--- src/rtl/systolic_row_feeder_if.sv ---
// systolic_row_feeder_if: job control, upstream vector stream and West-edge array bus
// Ports (slave = feeder side):
//   start, num_vec, abort     job control into the feeder
//   in_valid, in_ready        upstream row-vector handshake
//   in_data                   upstream vector, lane r = [r*DATA_W +: DATA_W]
//   pe_data                   West data_in of every row, one lane per row
//   pe_load_w, pe_enable      global array controls
//   busy, done                feeder status
interface systolic_row_feeder_if #(
    parameter int ROWS   = 4,
    parameter int DATA_W = 8,
    parameter int CNT_W  = 16
);
    logic                   start;
    logic [CNT_W-1:0]       num_vec;
    logic                   abort;
    logic                   in_valid;
    logic                   in_ready;
    logic [ROWS*DATA_W-1:0] in_data;
    logic [ROWS*DATA_W-1:0] pe_data;
    logic                   pe_load_w;
    logic                   pe_enable;
    logic                   busy;
    logic                   done;
    modport master (
        output start, num_vec, abort, in_valid, in_data,
        input  in_ready, pe_data, pe_load_w, pe_enable, busy, done
    );
    modport slave (
        input  start, num_vec, abort, in_valid, in_data,
        output in_ready, pe_data, pe_load_w, pe_enable, busy, done
    );
endinterface

--- src/rtl/systolic_row_feeder.sv ---
// systolic_row_feeder: loads COLS weight beats, streams num_vec diagonally skewed pixel vectors, then drains
// Ports:
//   clk    clock
//   rst_n  asynchronous active-low reset
//   bus    systolic_row_feeder_if.slave: job control, upstream stream, West-edge array outputs
module systolic_row_feeder #(
    parameter int ROWS   = 4,
    parameter int COLS   = 4,
    parameter int DATA_W = 8,
    parameter int CNT_W  = 16
) (
    input logic clk,
    input logic rst_n,
    systolic_row_feeder_if.slave bus
);
    localparam int DRAIN_LEN = ROWS + COLS + 2;
    typedef enum logic [1:0] {IDLE, LOAD_W, STREAM, DRAIN} state_t;
    state_t                 r_state, w_next;
    logic [CNT_W-1:0]       r_cnt, r_nv, w_lim;
    logic                   w_acc, w_go, w_step, w_last, w_shift;
    logic [ROWS*DATA_W-1:0] w_in, w_skewed;
    assign bus.in_ready = r_state == LOAD_W || r_state == STREAM;
    assign bus.busy     = r_state != IDLE;
    assign w_acc        = bus.in_valid && bus.in_ready;
    assign w_go         = r_state == IDLE && bus.start && !bus.abort;
    // one step per accepted beat while feeding, one per cycle while draining
    assign w_step       = w_acc || r_state == DRAIN;
    assign w_lim        = r_state == LOAD_W ? CNT_W'(COLS - 1) :
                          r_state == STREAM ? r_nv - CNT_W'(1) : CNT_W'(DRAIN_LEN - 1);
    assign w_last       = w_step && r_cnt == w_lim;
    assign w_shift      = !bus.abort && ((r_state == STREAM && w_acc) || r_state == DRAIN);
    // drain pushes zeros into lane 0 and the skew lines
    assign w_in         = r_state == DRAIN ? '0 : bus.in_data;
    always_comb begin
        w_next = r_state;
        if (bus.abort)
            w_next = IDLE;
        else if (w_go)
            w_next = LOAD_W;
        else if (w_last)
            w_next = r_state == LOAD_W ? (r_nv == '0 ? DRAIN : STREAM) :
                     r_state == STREAM ? DRAIN : IDLE;
    end
    always_ff @(posedge clk or negedge rst_n) begin
        if (!rst_n)
            r_state <= IDLE;
        else
            r_state <= w_next;
    end
    always_ff @(posedge clk or negedge rst_n) begin
        if (!rst_n) begin
            r_cnt <= '0;
            r_nv  <= '0;
        end else if (bus.abort) begin
            r_cnt <= '0;
        end else if (w_go) begin
            r_cnt <= '0;
            r_nv  <= bus.num_vec;
        end else if (w_step) begin
            r_cnt <= w_last ? '0 : r_cnt + CNT_W'(1);
        end
    end
    genvar g;
    generate
        for (g = 0; g < ROWS; g++) begin : g_lane
            if (g == 0) begin : g_direct
                assign w_skewed[DATA_W-1:0] = w_in[DATA_W-1:0];
            end else begin : g_skew
                // lane g is delayed by g accepted beats; the line only moves on a shift
                logic [DATA_W-1:0] r_sk [g];
                always_ff @(posedge clk or negedge rst_n) begin
                    if (!rst_n) begin
                        for (int i = 0; i < g; i++) r_sk[i] <= '0;
                    end else if (w_go) begin
                        for (int i = 0; i < g; i++) r_sk[i] <= '0;
                    end else if (w_shift) begin
                        r_sk[0] <= w_in[g*DATA_W +: DATA_W];
                        for (int i = 1; i < g; i++) r_sk[i] <= r_sk[i-1];
                    end
                end
                assign w_skewed[g*DATA_W +: DATA_W] = r_sk[g-1];
            end
        end
    endgenerate
    always_ff @(posedge clk or negedge rst_n) begin
        if (!rst_n) begin
            bus.pe_enable <= 1'b0;
            bus.pe_load_w <= 1'b0;
            bus.pe_data   <= '0;
            bus.done      <= 1'b0;
        end else begin
            bus.pe_enable <= !bus.abort && w_step;
            bus.pe_load_w <= !bus.abort && w_acc && r_state == LOAD_W;
            bus.pe_data   <= (bus.abort || !w_step) ? '0 :
                             r_state == LOAD_W ? bus.in_data : w_skewed;
            bus.done      <= !bus.abort && w_last && r_state == DRAIN;
        end
    end
endmodule
--- src/flat_wrapper.sv ---
// flat-port wrapper written by rule: the top's interface ports become plain ports
module systolic_row_feeder_flat 
#(
    parameter int ROWS   = 4,
    parameter int COLS   = 4,
    parameter int DATA_W = 8,
    parameter int CNT_W  = 16
)
  (clk, rst_n, bus_start, bus_num_vec, bus_abort, bus_in_valid, bus_in_data, bus_in_ready, bus_pe_data, bus_pe_load_w, bus_pe_enable, bus_busy, bus_done);
  systolic_row_feeder_if #(.ROWS(ROWS), .DATA_W(DATA_W), .CNT_W(CNT_W)) bus_i ();
  input logic clk;
  input logic rst_n;
  input wire logic [$bits(bus_i.start)-1:0] bus_start;
  input wire logic [$bits(bus_i.num_vec)-1:0] bus_num_vec;
  input wire logic [$bits(bus_i.abort)-1:0] bus_abort;
  input wire logic [$bits(bus_i.in_valid)-1:0] bus_in_valid;
  input wire logic [$bits(bus_i.in_data)-1:0] bus_in_data;
  output wire logic [$bits(bus_i.in_ready)-1:0] bus_in_ready;
  output wire logic [$bits(bus_i.pe_data)-1:0] bus_pe_data;
  output wire logic [$bits(bus_i.pe_load_w)-1:0] bus_pe_load_w;
  output wire logic [$bits(bus_i.pe_enable)-1:0] bus_pe_enable;
  output wire logic [$bits(bus_i.busy)-1:0] bus_busy;
  output wire logic [$bits(bus_i.done)-1:0] bus_done;
  assign bus_i.start = bus_start;
  assign bus_i.num_vec = bus_num_vec;
  assign bus_i.abort = bus_abort;
  assign bus_i.in_valid = bus_in_valid;
  assign bus_i.in_data = bus_in_data;
  assign bus_in_ready = bus_i.in_ready;
  assign bus_pe_data = bus_i.pe_data;
  assign bus_pe_load_w = bus_i.pe_load_w;
  assign bus_pe_enable = bus_i.pe_enable;
  assign bus_busy = bus_i.busy;
  assign bus_done = bus_i.done;
  systolic_row_feeder #(.ROWS(ROWS), .COLS(COLS), .DATA_W(DATA_W), .CNT_W(CNT_W)) u_core (.clk(clk), .rst_n(rst_n), .bus(bus_i));
endmodule
--- config.mk ---
export PLATFORM = sky130hd
export DESIGN_NAME = systolic_row_feeder_flat
export DESIGN_NICKNAME = d
export VERILOG_FILES = /design/src/rtl/systolic_row_feeder_if.sv /design/src/rtl/systolic_row_feeder.sv /design/src/flat_wrapper.sv
export SDC_FILE = /design/constraint.sdc
export NUM_CORES = 1
export LEC_CHECK = 0
export ABC_CLOCK_PERIOD_IN_PS = 3100
export CORE_UTILIZATION = 50
export CTS_BUF_LIST = sky130_fd_sc_hd__clkbuf_8
export DETAILED_ROUTE_END_ITERATION = 12
export HOLD_SLACK_MARGIN = 0.08
export PLACE_DENSITY_LB_ADDON = 0.3
export SYNTH_ARGS = -nofsm -noshare
export SYNTH_HDL_FRONTEND = slang
export SYNTH_SLANG_ARGS = --single-unit
export TNS_END_PERCENT = 20
--- constraint.sdc ---
create_clock -name clk -period 3.1 [get_ports clk]
set_input_delay 0.465 -clock clk [delete_from_list [all_inputs] [get_ports clk]]
set_output_delay 0.465 -clock clk [all_outputs]
set_load 0.03 [all_outputs]
# ---- After elaboration in Yosys (flattened, before gate mapping)
# Index checks and enable logic that the tools add are counted.
dict set report classes {
  addsub 2
  eq_ne 4
  n_mux 21
  n_bitwise 1
  n_reduce_logical 24
}
# operator n
set op_table {}
lappend op_table {{16-bit 2-to-1 mux} 8}
lappend op_table {{32-bit 2-to-1 mux} 3}
lappend op_table {{24-bit 2-to-1 mux} 2}
lappend op_table {{16-bit by 1-bit adder with 16-bit output, second input constant} 1}
lappend op_table {{16-bit equality test} 1}
lappend op_table {{16-bit zero test} 1}
lappend op_table {{8-bit 2-to-1 mux} 2}
lappend op_table {{16-bit by 1-bit subtractor with 16-bit output, second input constant} 1}
lappend op_table {{1-bit logical AND} 11}
lappend op_table {{2-bit 2-to-1 mux} 5}
lappend op_table {{3-bit nonzero test} 2}
lappend op_table {{2-bit equality test, second input constant} 2}
lappend op_table {{1-bit logical OR} 4}
lappend op_table {{2-bit nonzero test} 2}
lappend op_table {{2-bit by 1-bit equality test with 1-bit output, second input constant} 1}
lappend op_table {{1-bit zero test} 2}
lappend op_table {{2-bit zero test} 1}
lappend op_table {{2-bit AND reduction} 1}
lappend op_table {{1-bit 2-to-1 mux} 1}
lappend op_table {{1-bit NOT} 1}
dict set report totals {
  regBits 117
  inputBits 53
  elab_cells 65
}

# ---- Longest topological paths before layout
dict set report depth {
  word_depth 9
  depth_mapped 15
  ltp_nobuf 10
}

# ---- Least setup slack after synthesis
# OpenSTA, ideal clock, no wires.
dict set report synth_path {
  path_type {register to register}
  start {reg u_core.r_nv[2]}
  end {reg u_core.r_state[0]}
  setup_time_ns 0.125
  arrival_time_ns 2.827
  setup_slack_ns 0.148
  path_stages_with_launch 11
  path_buffers 2
  synth_period_minus_slack_ns 2.952
  cell_sequence {dfrtp_1 -> or4_1 -> buf_2 -> or4_4 -> and3_4 -> nor3_2 -> nand4_1 -> nor4_1 -> nand2b_1 -> buf_6 -> mux2_4}
}
dict set report synth_between {
  elab_chain_len 6
  elab_cells_between_ends 12
}
# item line
set synth_rtl {}
lappend synth_rtl {{from (decl)} systolic_row_feeder.sv:19} ;# logic [CNT_W-1:0] r_cnt, r_nv, w_lim;
lappend synth_rtl {{from (signal assigned)} systolic_row_feeder.sv:58} ;# r_nv <= bus.num_vec;
lappend synth_rtl {{16-bit by 1-bit subtractor with 16-bit output / 16-bit zero test (equally long branches)} {systolic_row_feeder.sv:29, systolic_row_feeder.sv:41}}
lappend synth_rtl {{16-bit 2-to-1 mux / 1-bit 2-to-1 mux (equally long branches)} {systolic_row_feeder.sv:29, systolic_row_feeder.sv:41}}
lappend synth_rtl {{16-bit 2-to-1 mux / 2-bit 2-to-1 mux (equally long branches)} {systolic_row_feeder.sv:28, systolic_row_feeder.sv:41}}
lappend synth_rtl {{16-bit equality test / 2-bit 2-to-1 mux (equally long branches)} {systolic_row_feeder.sv:30, systolic_row_feeder.sv:40}}
lappend synth_rtl {{1-bit logical AND / 2-bit 2-to-1 mux (equally long branches)} {systolic_row_feeder.sv:30, systolic_row_feeder.sv:38}}
lappend synth_rtl {{3-bit nonzero test (no line) / 2-bit 2-to-1 mux (equally long branches)} n/a}
lappend synth_rtl {{to (signal assigned)} systolic_row_feeder.sv:48} ;# r_state <= w_next;
lappend synth_rtl {{to (decl)} systolic_row_feeder.sv:18} ;# state_t r_state, w_next;
# Several ways; a longest one is shown, not always the timed one. The select of a mux whose other input is x is not followed.
# A chain may end at the register's enable or synchronous reset.

# ---- Worst setup path after layout
dict set report layout_path {
  start {reg u_core.r_nv[7]}
  end {reg u_core.r_state[1]}
}
dict set report layout_between {
  elab_chain_len 6
}
# item line
set layout_rtl {}
lappend layout_rtl {{16-bit by 1-bit subtractor with 16-bit output} systolic_row_feeder.sv:29} ;# r_state == STREAM ? r_nv - CNT_W'(1) : CNT_W'(DRAIN_LEN - 1);
lappend layout_rtl {{16-bit 2-to-1 mux} systolic_row_feeder.sv:29}
lappend layout_rtl {{16-bit 2-to-1 mux} systolic_row_feeder.sv:28} ;# assign w_lim = r_state == LOAD_W ? CNT_W'(COLS - 1) :
lappend layout_rtl {{16-bit equality test} systolic_row_feeder.sv:30} ;# assign w_last = w_step && r_cnt == w_lim;
lappend layout_rtl {{1-bit logical AND} systolic_row_feeder.sv:30}
lappend layout_rtl {{3-bit nonzero test (no line)} n/a}
# Every way passes these cells.

==> run summary <==
drt total wl: 14000 um
DR vias: 4569
largest net degree at the start of global routing: 65
synthesized area: 5530 um^2
port buffer count: 89
CP peak stage delay: 0.57 ns
clock slew at reported path FFs: 0.07 ns
htree depth: 4
Final Hold Violating Endpoints: 0
All-Layer GR Usage: 26.7%
CP endpoint kind: flip-flop
Pwr per Cell Area: 729 nW/um^2
worst path required time: 3.43 ns
initial antenna violation count: 0
Rows: 38
CTS Buf Count: 17
CP Buf/Inv Count: 0
Core Area: 10800 um^2
Final min period: 3.02 ns
nets: 695
Final Cycle Share: 97.3%
Synth cell types: 57
slack of the critical path: 0.0845 ns
top_reg_cell synth: dfrtp_1
Via-to-Cell Ratio: 5.80
Async SR Flop Fraction: 100%
top cells by area, synth: dfrtp_1 53%, a22o_1 6.3%, mux2i_1 4.7%
initial drt markers: 283
Fill cells: 823
Reg area: 2930 um^2
Least-Margin Pin Slew: 0.715 ns
outcome: finished, final reports clean
gr ovfl total: 0
Post-synth EDFFs: 0
crit-path cells: or4_1 > or4_1 > a21oi_2 > xnor2_1 > o2111ai_2 > nor4_4 > nand2b_4 > mux2_4
class of the worst hold path: flip-flop to flip-flop
leading area contributor after synthesis: dfrtp_1
beginning of the worst hold path: u_core.g_lane[3].g_skew.r_sk[14]
worst reg-to-reg setup slack: 0.08 ns
Post-Layout Cell Count: 788
relative slew slack: 52.2%
Leakage Power: 3.15 nW
placed insts: 752
dpl ws: -0.161 ns
first-pass GRT wire length: 23200 um
Die X: 107 um
Post-Syn Nets: 576
Yosys warnings: 0
# diodes: 0
Slowest cell on crit path: or4_1
DRT antenna net count: 0
Peak VDD IR: 0.435 mV
layout cell share with drive strength beyond 1: 17.1%
Hold EP: u_core.g_lane[3].g_skew.r_sk[6]
Top delay family on crit path: simple AND/OR/NAND/NOR gates
Fmax: 332 MHz
Max Root-Sink Buffers: 2
CTS root buffer: clkbuf_8
Synth Instances: 516
worst hold slack: 0.505 ns
cell repeated most along the worst path: or4_1
unrepaired setup endpoints after global routing: yes
post-synthesis sequential area ratio: 53.0%
DR pass1 iterations: 5
Syn Area/Cell: 10.7 um^2
hpwl dp: 9850 um
vias in the first global route: 4780
Starting Density: 51.2%
drc violations: 0
max cap viols: 0
clock latency on the worst-skew pair: 0.44 ns
CP Class: flip-flop to flip-flop
setup skew after layout: 0.00613 ns
post-DR wirelength/cell: 17.8 um
reg-to-reg critical path endpoint: u_core.r_state[1]
global placement routability congestion: 0.908
Die ar.: 11500 um^2
Ports: 90
Final Max Slew Viols: 0
footprint of the multi-input gates: 2520 um^2
critical path startpoint category: flip-flop
final setup violation count: 0
R2R cell count: 8
CTS tree: done
# clock sinks: 117
WHS Path Cells: 1
WP data arrival: 3.34 ns
die height: 107 um
synthesized flop and latch total: 117
CP Max Fanout: 3
Synth top area share: 53.0%
Worst R2R Start: u_core.r_nv[7]
synth-to-layout area growth: 32.3%
-- cell type report --
type,count,area share (%)
well taps,140,2.39
multi-input cells,355,34.4
flip-flops and latches,117,40.0
inverters,11,0.564
clock buffers,20,3.76
clock inverters,12,1.88
repair buffers,133,16.9
-- sequential cells by signal, indices dropped and copies added (netlist names) --
signal and count:
u_core.bus.done 1, u_core.bus.pe_data 32, u_core.bus.pe_enable 1, u_core.bus.pe_load_w 1
u_core.g_lane.g_skew.r_sk 48, u_core.r_cnt 16, u_core.r_nv 16, u_core.r_state 2
-- timing repair --
item / CTS / global route
pin swaps: 0 / 3
endpoints found under the hold margin: 12 / 0
endpoints found under the setup margin: 16 / 40
hold buffers: 1 / 0
buffers inserted: 0 / 3
gates resized for setup: 6 / 15
-- cells in the final DEF (no fill, tap or decap), types with 10 or more instances in the layout --
| master | instances |
|---|---|
| and2_1 | 10 |
| nor2_1 | 59 |
| mux2i_1 | 26 |
| a22o_1 | 40 |
| mux2_2 | 12 |
| nand2_1 | 39 |
| buf_4 | 42 |
| dfrtp_1 | 116 |
| clkdlybuf4s50_1 | 88 |
| a21oi_1 | 17 |
| xnor2_1 | 16 |
| inv_1 | 14 |
| clkbuf_8 | 20 |
-- cells by family (layout without fill, tap and decap cells) --
| group | after synthesis | count (layout) | synth area share [%] |
|---|---|---|---|
| AOI/OAI and AO/OA | 99 | 99 | 13.3 |
| xor gates and xnor gates | 25 | 25 | 3.96 |
| adders and majority gates | 7 | 7 | 1.58 |
| buffers and inverters | 44 | 176 | 3.30 |
| DFF | 117 | 117 | 53.0 |
| muxes | 40 | 40 | 7.70 |
| and+or+nand+nor | 184 | 184 | 17.2 |
-- synth_stat cells (6+ instances only) --
cell type / number
a21oi_1: 18
a22o_1: 40
nand4_1: 9
dfrtp_1: 117
mux2i_1: 26
mux2_2: 12
clkbuf_1: 24
nor4_1: 7
nor2_1: 61
xor2_1: 9
and3_1: 6
nand2b_1: 7
xnor2_1: 16
ha_1: 7
o21ai_0: 10
nor3_1: 7
nand2_1: 39
inv_1: 11
and2_1: 10
-- through the flow --
| step | cell area [um^2] | util [%] | power (mW) | TNS (ns) |
|---|---|---|---|---|
| floorplan | 5530 | - | 3.05 | 0 |
| global placement | 6770 | 62.8 | 3.75 | -0.657 |
| detailed placement | 6770 | 62.8 | 3.79 | -2.43 |
| CTS | 7220 | 66.9 | 5.27 | 0 |
| global route | 7320 | 67.8 | 5.60 | -0.165 |
| finish | 7320 | 67.8 | 5.33 | 0 |
-- power by group --
part           internal (mW)  switching [mW]  total, mW
Clock                  0.843           0.607       1.45
Combinational          0.864            1.08       1.94
Sequential              1.75           0.194       1.94
-- per-layer routing --
layer	up-vias	track usage (%)	wire [um]
li1	2084	-	-
met1	2304	31.6	5690
met2	143	45.4	7270
met3	38	6.81	677
met4	0	12.4	397
met5	-	0	0
-- how the worst max path moves through the flow --
| stage | start | end | slack, ns | cells after the start |
|---|---|---|---|---|
| 2_1_floorplan | u_core.r_nv[2] | u_core.r_state[0] | 0.15 | 10 |
| 3_3_place_gp | u_core.r_nv[3] | u_core.r_state[0] | -0.06 | 8 |
| 3_5_place_dp | u_core.r_nv[3] | u_core.r_state[0] | -0.16 | 9 |
| 4_1_cts | u_core.r_state[1] | u_core.r_cnt[3] | 0.01 | 12 |
| 5_1_grt | u_core.r_state[1] | u_core.r_state[1] | -0.07 | 10 |
| 6_report | u_core.r_nv[7] | u_core.r_state[1] | 0.08 | 8 |
No activity file was read; power rests on OpenSTA's default activity.
